File: src/rtl/cmd_tx.sv
// Response framer for the FT245 link: SYNC, TAG, [SEQ], LEN, payload, CRC-8.
// Define CMD_TX_SEQ_EN to insert an 8-bit frame sequence byte after TAG.
module cmd_tx #(
  parameter logic [7:0] SYNC_BYTE = 8'hA5,
  parameter logic [7:0] CRC_POLY  = 8'h07,
  parameter logic [7:0] CRC_INIT  = 8'h00
) (
  input  logic       i_clk,
  input  logic       i_rst_n,
  input  logic       i_req_valid,
  output logic       o_req_ready,
  input  logic [7:0] i_req_tag,
  input  logic [7:0] i_req_len,
  input  logic [7:0] i_pl_data,
  input  logic       i_pl_valid,
  output logic       o_pl_ready,
  output logic [7:0] o_st_data,
  output logic       o_st_valid,
  input  logic       i_st_ready
);

  // Each state names the byte it loads next; SYNC is loaded on acceptance in IDLE.
  typedef enum logic [2:0] {
    S_IDLE,
    S_TAG,
    S_SEQ,
    S_LEN,
    S_PAYLOAD,
    S_CRC
  } state_t;

  state_t     state, state_nx;
  logic [7:0] tag_q, len_q, cnt_q, crc_q;
  logic       slot_free;
  logic       load;
  logic [7:0] load_byte;
  logic       crc_en;
  logic       accept;
  logic       cnt_ld, cnt_dec;
  logic       req_rdy, pl_rdy;
`ifdef CMD_TX_SEQ_EN
  logic [7:0] seq_q;
  logic       seq_inc;
`endif

  function automatic logic [7:0] crc_step(input logic [7:0] c, input logic [7:0] b);
    logic [7:0] r;
    r = c ^ b;
    for (int unsigned i = 0; i < 8; i++) begin
      r = r[7] ? ((r << 1) ^ CRC_POLY) : (r << 1);
    end
    return r;
  endfunction

  assign slot_free   = !o_st_valid || i_st_ready;
  assign o_req_ready = i_rst_n && req_rdy;
  assign o_pl_ready  = i_rst_n && pl_rdy;

  always_comb begin
    state_nx  = state;
    load      = 1'b0;
    load_byte = '0;
    crc_en    = 1'b0;
    accept    = 1'b0;
    cnt_ld    = 1'b0;
    cnt_dec   = 1'b0;
    req_rdy   = 1'b0;
    pl_rdy    = 1'b0;
`ifdef CMD_TX_SEQ_EN
    seq_inc   = 1'b0;
`endif
    case (state)
      S_IDLE: begin
        req_rdy = slot_free;
        if (i_req_valid && slot_free) begin
          accept    = 1'b1;
          load      = 1'b1;
          load_byte = SYNC_BYTE;
          state_nx  = S_TAG;
        end
      end
      S_TAG: begin
        if (slot_free) begin
          load      = 1'b1;
          load_byte = tag_q;
          crc_en    = 1'b1;
`ifdef CMD_TX_SEQ_EN
          state_nx  = S_SEQ;
`else
          state_nx  = S_LEN;
`endif
        end
      end
`ifdef CMD_TX_SEQ_EN
      S_SEQ: begin
        if (slot_free) begin
          load      = 1'b1;
          load_byte = seq_q;
          crc_en    = 1'b1;
          state_nx  = S_LEN;
        end
      end
`endif
      S_LEN: begin
        if (slot_free) begin
          load      = 1'b1;
          load_byte = len_q;
          crc_en    = 1'b1;
          cnt_ld    = 1'b1;
          state_nx  = (len_q == 8'd0) ? S_CRC : S_PAYLOAD;
        end
      end
      S_PAYLOAD: begin
        pl_rdy = slot_free;
        if (i_pl_valid && slot_free) begin
          load      = 1'b1;
          load_byte = i_pl_data;
          crc_en    = 1'b1;
          cnt_dec   = 1'b1;
          if (cnt_q == 8'd1) state_nx = S_CRC;
        end
      end
      S_CRC: begin
        if (slot_free) begin
          load      = 1'b1;
          load_byte = crc_q;
          state_nx  = S_IDLE;
`ifdef CMD_TX_SEQ_EN
          seq_inc   = 1'b1;
`endif
        end
      end
      default: state_nx = S_IDLE;
    endcase
  end

  always_ff @(posedge i_clk) begin
    if (!i_rst_n) begin
      state      <= S_IDLE;
      o_st_valid <= 1'b0;
      o_st_data  <= '0;
      crc_q      <= CRC_INIT;
      tag_q      <= '0;
      len_q      <= '0;
      cnt_q      <= '0;
    end else begin
      state <= state_nx;
      if (load) begin
        o_st_data  <= load_byte;
        o_st_valid <= 1'b1;
      end else if (i_st_ready) begin
        o_st_valid <= 1'b0;
      end
      if (accept) begin
        tag_q <= i_req_tag;
        len_q <= i_req_len;
        crc_q <= CRC_INIT;
      end else if (crc_en) begin
        crc_q <= crc_step(crc_q, load_byte);
      end
      if (cnt_ld) cnt_q <= len_q;
      else if (cnt_dec) cnt_q <= cnt_q - 8'd1;
    end
  end

`ifdef CMD_TX_SEQ_EN
  always_ff @(posedge i_clk) begin
    if (!i_rst_n) seq_q <= '0;
    else if (seq_inc) seq_q <= seq_q + 8'd1;
  end
`endif

endmodule
File: config.mk
export PLATFORM = sky130hd
export DESIGN_NAME = cmd_tx
export DESIGN_NICKNAME = d
export VERILOG_FILES = /design/src/rtl/cmd_tx.sv
export SDC_FILE = /design/constraint.sdc
export NUM_CORES = 1
export LEC_CHECK = 0
export CORE_MARGIN = 1.5
export CORE_UTILIZATION = 54
export CTS_CLUSTER_SIZE = 24
export DETAILED_ROUTE_END_ITERATION = 8
export GPL_ROUTABILITY_DRIVEN = 0
export GPL_TIMING_DRIVEN = 0
export PLACE_DENSITY = 0.8
export SETUP_SLACK_MARGIN = 0.02
export SYNTH_ARGS = -nofsm -noshare
export SYNTH_HDL_FRONTEND = slang
export SYNTH_SLANG_ARGS = --single-unit
export TNS_END_PERCENT = 5
File: constraint.sdc
create_clock -name i_clk -period 2.85 [get_ports i_clk]
set_input_delay 0.285 -clock i_clk [delete_from_list [all_inputs] [get_ports i_clk]]
set_output_delay 0.285 -clock i_clk [all_outputs]
set_load 0.02 [all_outputs]
# Yosys cells after proc, flatten, opt, wreduce, memory -nomap -nowiden
# Cells that the tools add are included.
[op_classes]
n_addsub = 1
eq_ne = 11
n_mux = 36
n_bitwise = 10
reduce_logical = 14
[op_table]
columns = ["op", "count"]
rows = [
  ["2-to-1 mux 8 bit", 7],
  ["2-to-1 mux 3 bit", 14],
  ["case mux 8 bit (5 select lines)", 1],
  ["NOT 3 bit", 8],
  ["case mux 3 bit (5 select lines)", 1],
  ["!= test 2 bit (second input constant)", 6],
  ["2-to-1 mux 1 bit", 11],
  ["== test 8 x 1 -> 1 bit (second input constant)", 1],
  ["logical NOT 8 bit", 1],
  ["subtractor 8 x 1 -> 8 bit (second input constant)", 1],
  ["bitwise XOR 8 bit", 1],
  ["== test 3 bit (second input constant)", 2],
  ["AND reduction 6 bit", 1],
  ["logical AND 1 bit", 4],
  ["nonzero test 2 bit", 2],
  ["OR reduction 2 bit", 2],
  ["== test 3 x 1 -> 1 bit (second input constant)", 1],
  ["== test 3 x 2 -> 1 bit (second input constant)", 1],
  ["logical NOT 3 bit", 1],
  ["case mux 1 bit (3 select lines)", 1],
  ["OR reduction 3 bit", 1],
  ["case mux 1 bit (2 select lines)", 1],
  ["logical NOT 1 bit", 1],
  ["logical OR 1 bit", 1],
  ["NOT 1 bit", 1],
]
[totals]
ff_bits = 44
input_bits = 29
out_inout_bits = 11
elab_cells = 79

# Longest topological paths before layout
# Gate-level depths: netlist of run 1.
[logic_depth]
ltp_word = 22
mapped_depth = 9
depth_no_buf = 7

# Worst setup path before layout of run 1
# No wires, ideal clock.
[synth_path]
path_type = "reg2reg"
startpoint = "register o_st_valid"
endpoint = "register crc_q[6]"
setup_time_ns = 0.123
t_arrival_ns = 2.284
required_time_ns = 2.727
path_slack_ns = 0.443
path_stages_with_launch = 10
path_buffers = 2
period_less_slack_ns = 2.407
cell_sequence = "dfxtp_1 -> nor2b_1 -> buf_2 -> buf_2 -> nor3_1 -> a2111oi_4 -> xnor2_1 -> xnor2_2 -> mux2i_1 -> mux2_1"
[synth_via]
elab_chain_len = 11
elab_cells_between_ends = 22
cone_classes = "mux (14); bitwise (3); reduce/logical (5)"
[synth_lines]
columns = ["element", "line_no", "source"]
rows = [
  ["start, declared", "18", "output logic o_st_valid,"],
  ["start signal, assigned", "140", "o_st_valid <= 1'b0;"],
  ["start signal, assigned", "150", "o_st_valid <= 1'b1;"],
  ["start signal, assigned", "152", "o_st_valid <= 1'b0;"],
  ["logical NOT 1 bit *", "55", "assign slot_free = !o_st_valid || i_st_ready;"],
  ["logical OR 1 bit *", "55", ""],
  ["logical AND 1 bit", "115", "if (i_pl_valid && slot_free) begin"],
  ["2-to-1 mux 8 bit", "115", ""],
  ["case mux 8 bit (5 select lines)", "72", "case (state)"],
  ["bitwise XOR 8 bit", "48", "r = c ^ b;"],
  ["2-to-1 mux 3 bit", "50", "r = r[7] ? ((r << 1) ^ CRC_POLY) : (r << 1);"],
  ["NOT 3 bit (no source line)", "n/a", ""],
  ["2-to-1 mux 3 bit", "50", ""],
  ["NOT 3 bit (no source line)", "n/a", ""],
  ["2-to-1 mux 3 bit", "50", ""],
  ["end signal, assigned", "159", "crc_q <= crc_step(crc_q, load_byte);"],
  ["end, declared", "33", "logic [7:0] tag_q, len_q, cnt_q, crc_q;"],
]
# Mark *: on every way between the ends. The rest lies on a longest branch, timed or not.
# A chain may end at the register's enable or synchronous reset.

# Final worst setup path of run 1
[layout_path]
startpoint = "register state[1]"
endpoint = "register crc_q[6]"
[layout_via]
elab_chain_len = 8
elab_cells_between_ends = 16
cone_classes = "eq/ne (4); mux (6); bitwise (3); reduce/logical (3)"
[layout_lines]
columns = ["element", "line_no", "source"]
rows = [
  ["start, declared", "32", "state_t state, state_nx;"],
  ["start signal, assigned", "147", "state <= state_nx;"],
  ["== test 3 bit, or another cell as far along", "72", ""],
  ["case mux 8 bit (5 select lines)", "72", ""],
  ["bitwise XOR 8 bit", "48", ""],
  ["2-to-1 mux 3 bit", "50", ""],
  ["NOT 3 bit (no source line)", "n/a", ""],
  ["2-to-1 mux 3 bit", "50", ""],
  ["NOT 3 bit (no source line)", "n/a", ""],
  ["2-to-1 mux 3 bit", "50", ""],
]
# Several ways; a longest one is shown, not always the timed one.

==> summary.md, run 1 <==
| Metric | Value |
|---|---|
| Status | `finished clean` |
| Peak supply drop | `0.3134 mV` |
| First-pass GRT wire length | `10320 um` |
| Multi-input gate area | `0.001525 sq mm` |
| Worst skew pair latency | `0.29 ns` |
| Fin. Hold Viols | `0` |
| Vias per cell | `5.836` |
| Max-cap violations | `0` |
| Period minus WS final | `2.638 ns` |
| DR WL/cell | `15.70 um` |
| Synth Register Bits | `44` |
| Chip Height | `71.30 um` |
| Total GRT Usage | `25.84%` |
| Antenna Cells | `0` |
| Worst hold slack | `0.4712 ns` |
| Root buffer cell | `clkbuf_8` |
| Final Max Slew Viols | `0` |
| FFs w/ async S/R, synth | `0%` |
| Crit path launch type | `flop` |
| DRT iter0 DRCs | `188` |
| Largest area contributor in the netlist | `dfxtp_1` |
| Chip Width | `71.30 um` |
| Worst slack at placement | `-0.04133 ns` |
| Setup violators final | `0` |
| Ranking of synthesized cells by area | `dfxtp_1, nand2_1, a21boi_0, xnor2_1, a21oi_1` |
| EDFF count, synth | `0` |
| Layout area overhead | `21.96%` |
| HPWL Detailed | `4550 um` |
| Setup ws final | `0.2116 ns` |
| Most frequent cell after synthesis | `nand2_1` |
| Crit Path Max Fanout | `10` |
| FP Rows | `24` |
| Post-synthesis cell area | `0.002519 sq mm` |
| Filler cells | `376` |
| Leakage | `1.110 nW` |
| DRC errors left | `0` |
| Post-Layout Cell Count | `383` |
| Initial antenna violation count | `0` |
| Worst EP arrival | `2.82 ns` |
| Layout cells sized above 1 | `8.761%` |
| Top post-synthesis cells by count | `nand2_1, dfxtp_1, a21boi_0` |
| Drt pass-1 iters | `5` |
| Final wirelength | `6013 um` |
| Placed cells | `375` |
| DR vias | `2235` |
| Post-CTS Setup Bufs | `0` |
| Worst clock skew | `0.002622 ns` |
| Syn Inst Count | `284` |
| Cts bufs inserted | `5` |
| Hold crit path type | `reg -> reg` |
| Clock Tree Buf Depth | `2` |
| Worst path required time | `3.03 ns` |
| Sequential fraction of the synthesis area | `34.97%` |
| Synthesized area per cell | `8.869 sq um` |
| Max Fclk | `0.3790 GHz` |
| Final nets | `361` |
| GR Overflow Total | `0` |
| Total core area | `0.004414 sq mm` |
| Distinct cells, synth | `50` |
| H-tree levels | `2` |
| P per Cell Area | `502.8 mW/mm^2` |
| Final period utilization | `92.57%` |
| Top_reg_cell synth | `dfxtp_1` |
| Port bufs | `39` |
| FF+latch area | `880.8 sq um` |
| # IOs | `40` |
| Final core utilization | `69.59%` |
| CP Capture Type | `flop` |
| Initial Util | `57.06%` |
| Yosys warnings | `0` |
| Vias in the first global route | `2148` |
| Slew @ Worst Pin | `0.6271 ns` |
| Hold buffer count at CTS | `0` |
| Worst rel slew slack | `57.60%` |
| Synthesized Nets | `315` |
| Pin count of the biggest net entering global routing | `13` |
| CTS sink cnt | `44` |
| Clk slew on worst S/H paths | `0.08 ns` |
| CTS tree | `built` |
| Yosys top cell area share | `34.97%` |
| Antenna Violating Nets Remaining | `0` |
| Die area | `0.005083 sq mm` |
| Setup CP Type | `reg -> reg` |
| Unrepaired setup endpoints after global routing | `false` |
[layer usage]
metal,part of all wire (%),routed length [um],vias to the layer above,track usage (%)
met4,1.5,91,0,8.595
met5,0,0,-,0
met3,7.3,436,10,6.329
met1,44,2616,1029,34.34
met2,48,2868,100,41.36
li1,-,-,1096,-
[worst paths after layout]
kind / start / to / slack (ns) / cells past startpoint
worst max-delay path: state[1]$_SDFFE_PN0P_ / crc_q[6]$_SDFFE_PP0P_ / 0.21 / 8
worst min-delay path: o_st_data[7]$_SDFFE_PN0P_ / o_st_data[7]$_SDFFE_PN0P_ / 0.47 / 2
worst max register to register: state[1]$_SDFFE_PN0P_ / crc_q[6]$_SDFFE_PP0P_ / 0.21 / 8
worst min register to register: o_st_data[7]$_SDFFE_PN0P_ / o_st_data[7]$_SDFFE_PN0P_ / 0.47 / 2
[registers in the layout, indices dropped and copies added (netlist names)]
name / flops
state: 3
crc_q: 8
o_st_valid: 1
cnt_q: 8
o_st_data: 8
len_q: 8
tag_q: 8
[final cells by class]
cell class / instances / area share, %
Clock buffer: 8 / 2.933
Timing Repair Buffer: 39 / 12.71
Tap cell: 52 / 2.118
Multi-Input combinational cell: 216 / 49.65
Inverter: 5 / 0.6110
Sequential cell: 44 / 28.68
Buffer: 19 / 3.299
[timing repair]
action,in CTS,in global routing
endpoints found under the hold margin,0,0
gates resized for setup,0,1
setup endpoints to repair,0,1
[worst max-delay path, cell delays in order (launching register included)]
cell and delay (ns):
dfxtp_1 0.31, buf_2 0.22, nand2_1 0.19, nor4b_2 0.55, a2111oi_4 0.13, xnor2_1 0.36, xnor2_2 0.19, mux2i_1 0.25
mux2_1 0.34
[cells by family after synthesis]
group | after synthesis | share of synthesized area, %
mux | 10 | 4.024
fa+ha+maj | 2 | 0.9934
flops | 44 | 34.97
buf+inv | 24 | 4.769
simple gates | 107 | 22.21
xor+xnor | 24 | 10.58
compound gates | 73 | 22.45
[layout by cell type (no fill, tap or decap), drive strengths merged, types with 3 or more instances in the layout]
cell           synthesis  layout
clkdlybuf4s50          0      39
clkbuf                 7      15
inv                    5       5
buf                   12      12
mux2i                  9       9
xnor3                  3       3
nor2b                 10      10
xor2                   6       6
or3                    5       5
a21oi                 19      19
a221o                  4       4
xnor2                 15      15
dfxtp                 44      44
a2111oi                3       3
nand3                  4       4
nand2                 47      47
nor4                   4       4
o21a                   3       3
nor2                  10      10
nor3                  13      13
o21ai                  8       8
a21boi                22      22
nor4b                  4       4
[through the flow]
stage / total power, mW / TNS, ns / area, sq um
6_report: 1.545 / 0 / 3072
5_1_grt: 1.626 / 0 / 3072
3_5_place_dp: 1.152 / -0.07061 / 2974
2_1_floorplan: 1.017 / 0 / 2519
4_1_cts: 1.544 / 0 / 3064
3_3_place_gp: 1.143 / -0.01240 / 2974
[where the power goes]
group	switching, mW	internal [mW]	total (mW)
Combinational	0.226	0.223	0.449
Sequential	0.0379	0.658	0.696
Clock	0.202	0.198	0.400
Total	0.466	1.08	1.54
(Power assumes the default switching activity.)
==> run 2, diff against run 1 <==
==> constraint.sdc (replaced) <==
create_clock -name i_clk -period 2.8 [get_ports i_clk]
set_input_delay 0.28 -clock i_clk [delete_from_list [all_inputs] [get_ports i_clk]]
set_output_delay 0.28 -clock i_clk [all_outputs]
set_load 0.02 [all_outputs]
==> run 2 against run 1 <==
Cell area barely moved. Count of clock-buffer cells in the layout did not move. Sequential power rose by 2%. Sequential share of layout area barely moved. Highest routed layer unchanged.
==> summary.md, run 2 (synthesis gave the netlist of run 1 again) <==
| Metric | Value |
|---|---|
| P per Cell Area | `511.4 mW/mm^2 (+1.7%)` |
| Final nets | `361 (unchanged)` |
| Setup CP Type | `reg -> reg` |
| Unrepaired setup endpoints after global routing | `true` |
| DRT iter0 DRCs | `185 (-1.6%)` |
| CTS tree | `built` |
| Max-cap violations | `0 (unchanged)` |
| CTS sink cnt | `44 (unchanged)` |
| Chip Height | `71.30 um (unchanged)` |
| H-tree levels | `2 (unchanged)` |
| Fin. Hold Viols | `0 (unchanged)` |
| Commonest non-fill, non-tap cells in the layout | `nand2_1, dfxtp_1, clkdlybuf4s50_1` |
| Antenna Violating Nets Remaining | `0 (unchanged)` |
| Hold buffer count at CTS | `0 (unchanged)` |
| Die area | `0.005083 sq mm (unchanged)` |
| # IOs | `40 (unchanged)` |
| GR Overflow Total | `0 (unchanged)` |
| Cell area after layout | `0.003074 sq mm (about the same)` |
| Placed Area | `0.002974 sq mm (unchanged)` |
| Initial Util | `57.06% (unchanged)` |
| Crit path launch type | `flop` |
| Root buffer cell | `clkbuf_8` |
| DRC errors left | `0 (unchanged)` |
| Worst hold slack | `0.4716 ns (+0.0003530 ns)` |
| Vias per cell | `5.885 (+0.85%)` |
| Status | `finished clean` |
| HPWL Detailed | `4550 um (unchanged)` |
| Antenna Cells | `0 (unchanged)` |
| Worst skew pair latency | `0.29 ns (about the same)` |
| Final wirelength | `6039 um (+0.43%)` |
| Peak supply drop | `0.3196 mV (+2.0%)` |
| Pin count of the biggest net entering global routing | `13 (unchanged)` |
| Hold crit path type | `reg -> reg` |
| Worst path required time | `2.98 ns (-0.05 ns)` |
| Slew @ Worst Pin | `0.6532 ns (+0.02609 ns)` |
| Setup violators final | `0 (unchanged)` |
| Setup ws final | `0.1454 ns (-0.06629 ns)` |
| Initial antenna violation count | `0 (unchanged)` |
| Chip Width | `71.30 um (unchanged)` |
| Layout area overhead | `22.06% (about the same)` |
| Drt pass-1 iters | `5 (unchanged)` |
| Worst clock skew | `0.003465 ns (+0.0008428 ns)` |
| DR vias | `2254 (+0.85%)` |
| CP max stage delay | `0.56 ns (about the same)` |
| Clk slew on worst S/H paths | `0.08 ns (about the same)` |
| Crit Path Max Fanout | `10 (unchanged)` |
| Leakage | `1.110 nW (about the same)` |
| Final Max Slew Viols | `0 (unchanged)` |
| Crit path max-delay cell type | `nor4b_2` |
| CP Capture Type | `flop` |
| Leading cell type in the layout, fill and taps excluded | `nand2_1` |
| Total GRT Usage | `25.84% (unchanged)` |
| Port bufs | `39 (unchanged)` |
| Worst rel slew slack | `55.84% (-1.8 points)` |
| FP Rows | `24 (unchanged)` |
| DR WL/cell | `15.77 um (+0.43%)` |
| Total core area | `0.004414 sq mm (unchanged)` |
| Cts bufs inserted | `5 (unchanged)` |
| Final period utilization | `94.81% (+2.2 points)` |
| Layout cells sized above 1 | `8.761% (unchanged)` |
| Post-CTS Setup Bufs | `0 (unchanged)` |
| Worst path cell trace | `buf_2 -> nand2_1 -> nor4b_2 -> a2111oi_4 -> xnor2_1 -> xnor2_2 -> mux2i_1 -> mux2_1` |
| Clock Tree Buf Depth | `2 (unchanged)` |
| Final core utilization | `69.64% (about the same)` |
| Worst slack at placement | `-0.08633 ns (-0.04500 ns)` |
| Period minus WS final | `2.655 ns (+0.01629 ns)` |
| Vias in the first global route | `2148 (unchanged)` |
| First-pass GRT wire length | `10320 um (unchanged)` |
| Max Fclk | `0.3767 GHz (-0.61%)` |
| Worst EP arrival | `2.84 ns (+0.02 ns)` |
[run 2: layout make-up]
type | instances | area [sq um]
Inverter | 5 | 18.77
Fill cell | 375 | 1340
Timing Repair Buffer | 39 | 390.4
Tap cell | 52 | 65.06
Multi-Input combinational cell | 216 | 1525
Clock buffer | 8 | 90.09
Buffer | 19 | 103.9
Sequential cell | 44 | 880.8
[run 2: critical path, delay by kind of cell (launching register included)]
family / cells / cell delay [ns]
simple gates: 2 / 0.75
mux: 2 / 0.59
xor+xnor: 2 / 0.55
flops: 1 / 0.31
buf+inv: 1 / 0.22
compound gates: 1 / 0.13
[run 2: repair_timing]
item | 4_1_cts | 5_1_grt
gates resized for setup | 0 | 2
endpoints found under the hold margin | 0 | 0
endpoints found under the setup margin | 0 | 2
[run 2: path summary, 6_finish.rpt]
kind	from	cells past startpoint	endpoint	slack (ns)
setup reg to reg	state[1]$_SDFFE_PN0P_	8	crc_q[6]$_SDFFE_PP0P_	0.15
hold / removal	o_st_data[7]$_SDFFE_PN0P_	2	o_st_data[7]$_SDFFE_PN0P_	0.47
setup / recovery	state[1]$_SDFFE_PN0P_	8	crc_q[6]$_SDFFE_PP0P_	0.15
hold reg to reg	o_st_data[7]$_SDFFE_PN0P_	2	o_st_data[7]$_SDFFE_PN0P_	0.47
[run 2: where the power goes]
group | total, mW | switching, mW | internal (mW)
combinational | 0.457 | 0.230 | 0.227
sequential | 0.708 | 0.0381 | 0.670
clock | 0.407 | 0.206 | 0.201
total | 1.57 | 0.474 | 1.10
[run 2: routing by layer]
metal / vias up / part of all wire, % / global-route usage, %
met5: - / 0 / 0
met4: 0 / 1.7 / 8.595
met3: 18 / 6.7 / 6.329
met2: 104 / 48 / 41.36
met1: 1033 / 44 / 34.34
li1: 1099 / - / -
[run 2: metrics by stage]
| stage | setup TNS, ns | power (mW) | std cells |
|---|---|---|---|
| 4_1_cts | 0 | 1.571 | 383 |
| 2_1_floorplan | 0 | 1.035 | 284 |
| 5_1_grt | 0 | 1.656 | 383 |
| 3_5_place_dp | -0.1754 | 1.172 | 375 |
| 3_3_place_gp | -0.1006 | 1.163 | 375 |
| 6_report | 0 | 1.572 | 383 |
==> run 3, diff against run 2 <==
--- a/config.mk
+++ b/config.mk
@@ -5,7 +5,7 @@
 export SDC_FILE = /design/constraint.sdc
 export NUM_CORES = 1
 export LEC_CHECK = 0
-export CORE_MARGIN = 1.5
+export CORE_MARGIN = 4
 export CORE_UTILIZATION = 54
 export CTS_CLUSTER_SIZE = 24
 export DETAILED_ROUTE_END_ITERATION = 8
==> run 3 against run 2 <==
Final cell count is the same. Setup slack gained 0.030 ns. Utilization shrank 0.56 points. Clock power is essentially flat. Critical path depth is the same. Fmax grew 1.1%. Non-clock buffer count is the same. Hold slack lost 0.0071 ns. Global-route usage shrank 4.7 points. Die area grew 15%. Sequential share of layout area is essentially flat. Register-to-register slack gained 0.03 ns. Critical endpoint unchanged.
==> summary.md, run 3 (synthesis gave the netlist of run 1 again) <==
| Metric | Value |
|---|---|
| Worst EP arrival | `2.82 ns (-0.02 ns)` |
| Root buffer cell | `clkbuf_8` |
| Chip Height | `76.30 um (+7.0%)` |
| CTS tree | `built` |
| Layout area overhead | `21.91%` |
| DR WL/cell | `15.88 um (+0.71%)` |
| Worst skew pair latency | `0.30 ns (about the same)` |
| Clock Tree Buf Depth | `2 (unchanged)` |
| DR vias | `2189 (-2.9%)` |
| Cell-internal power | `1.097 mW (about the same)` |
| H-tree levels | `2 (unchanged)` |
| Vias in the first global route | `2136 (-0.56%)` |
| Comb power frac | `28.9% (-0.2 points)` |
| Leakage | `1.111 nW (about the same)` |
| Switching power | `0.4743 mW (about the same)` |
| Fin. Hold Viols | `0 (unchanged)` |
| Hold crit path type | `reg -> reg` |
| Clk slew on worst S/H paths | `0.08 ns (about the same)` |
| Commonest non-fill, non-tap cells in the layout | `nand2_1, dfxtp_1, clkdlybuf4s50_1` |
| DRC errors left | `0 (unchanged)` |
| Slew @ Worst Pin | `0.6056 ns (-0.04766 ns)` |
| Setup ws final | `0.1754 ns (+0.03009 ns)` |
| First-pass GRT wire length | `9922 um (-3.9%)` |
| CP max stage delay | `0.57 ns (about the same)` |
| CTS sink cnt | `44 (unchanged)` |
| Crit path max-delay cell type | `nor4b_2` |
| Final core utilization | `69.09% (-0.56 points)` |
| Final wirelength | `6082 um (+0.71%)` |
| Leading cell type in the layout, fill and taps excluded | `nand2_1` |
| Vias per cell | `5.715 (-2.9%)` |
| Cell area after layout | `0.003070 sq mm (-0.12%)` |
| Worst path required time | `2.99 ns (about the same)` |
| Clock power share | `26.0% (about the same)` |
| Antenna Violating Nets Remaining | `0 (unchanged)` |
| Post-Layout Cell Count | `383 (unchanged)` |
| Max Fclk | `0.3810 GHz (+1.1%)` |
| Final nets | `361 (unchanged)` |
| Setup violators final | `0 (unchanged)` |
| Post-CTS Setup Bufs | `0 (unchanged)` |
| Pin count of the biggest net entering global routing | `13 (unchanged)` |
| Worst path cell trace | `buf_2 -> nand2_1 -> nor4b_2 -> a2111oi_4 -> xnor2_1 -> xnor2_2 -> mux2i_1 -> mux2_1` |
| Final Power | `1.572 mW (about the same)` |
| Setup CP Type | `reg -> reg` |
| HPWL Detailed | `4684 um (+2.9%)` |
| Status | `finished clean` |
| Initial antenna violation count | `0 (unchanged)` |
| Worst rel slew slack | `59.52% (+3.7 points)` |
| # IOs | `40 (unchanged)` |
| Total GRT Usage | `21.19% (-4.7 points)` |
| Setup TNS Final | `0 ns (unchanged)` |
| CP Capture Type | `flop` |
| Peak supply drop | `0.3065 mV (-4.1%)` |
| Final period utilization | `93.73% (-1.1 points)` |
| GR Overflow Total | `0 (unchanged)` |
| Placed Area | `0.002974 sq mm (unchanged)` |
| Worst slack at placement | `-0.1191 ns (-0.03273 ns)` |
| Final Max Slew Viols | `0 (unchanged)` |
| Net Sw Frac | `30.18% (+0.037 points)` |
| Antenna Cells | `0 (unchanged)` |
| Chip Width | `76.30 um (+7.0%)` |
| Die area | `0.005821 sq mm (+15%)` |
| Crit path launch type | `flop` |
| Total core area | `0.004444 sq mm (+0.68%)` |
| Port bufs | `39 (unchanged)` |
| Period minus WS final | `2.625 ns (-0.03009 ns)` |
| FP Rows | `24 (unchanged)` |
| DRT iter0 DRCs | `152 (-18%)` |
| Placed cells | `375 (unchanged)` |
| Initial Util | `56.67% (-0.39 points)` |
| Drt pass-1 iters | `4 (-1)` |
| Sequential power share | `45.1% (about the same)` |
| Worst clock skew | `0.004489 ns (+0.001025 ns)` |
| Cts bufs inserted | `5 (unchanged)` |
| Filler cells | `384 (+2.4%)` |
| Crit Path Max Fanout | `10 (unchanged)` |
| Layout cells sized above 1 | `8.761% (unchanged)` |
| Unrepaired setup endpoints after global routing | `false` |
| Worst hold slack | `0.4645 ns (-0.007102 ns)` |
| Max-cap violations | `0 (unchanged)` |
| P per Cell Area | `511.9 mW/mm^2 (about the same)` |
## run 3: layer usage
layer  track usage (%)  share of wire (%)
met1             26.87                 44
met2             35.15                 47
met3             4.846                6.7
met4             7.609                2.2
met5                 0                  0
## run 3: final timing paths
kind	startpoint	end	slack, ns	depth (start not counted)
worst max register to register	state[1]$_SDFFE_PN0P_	crc_q[6]$_SDFFE_PP0P_	0.18	8
worst max-delay path	state[1]$_SDFFE_PN0P_	crc_q[6]$_SDFFE_PP0P_	0.18	8
worst min-delay path	o_st_data[7]$_SDFFE_PN0P_	o_st_data[7]$_SDFFE_PN0P_	0.46	2
worst min register to register	o_st_data[7]$_SDFFE_PN0P_	o_st_data[7]$_SDFFE_PN0P_	0.46	2
## run 3: critical path, delay by kind of cell, from the launching register on
family,cells,cell delay (ns)
buffers and inverters,1,0.23
AND/OR/NAND/NOR,2,0.78
AO/OA/AOI/OAI,1,0.13
XOR/XNOR,2,0.50
flip-flops,1,0.31
multiplexers,2,0.55
## run 3: power by group through the flow
| stage | sequential, mW | combinational (mW) | clock (mW) |
|---|---|---|---|
| global route | 0.714 | 0.493 | 0.447 |
| detailed placement | 0.722 | 0.451 | 0 |
| CTS | 0.708 | 0.453 | 0.418 |
| floorplan | 0.721 | 0.314 | 0 |
| finish | 0.709 | 0.454 | 0.409 |
| global placement | 0.720 | 0.443 | 0 |
## run 3: repair_timing
action | 4_1_cts | 5_1_grt
resized for setup | 0 | 1
hold buffers | 0 | 0
setup endpoints to repair | 0 | 1
## run 3: layout make-up
class / instances / area [sq um] / share of cell area (%)
multi-input cells: 216 / 1524 / 49.63
flip-flops and latches: 44 / 880.8 / 28.69
repair buffers: 39 / 390.4 / 12.71
plain buffers: 19 / 101.3 / 3.301
clock buffers: 8 / 90.09 / 2.934
well taps: 52 / 65.06 / 2.119
inverters: 5 / 18.77 / 0.6112
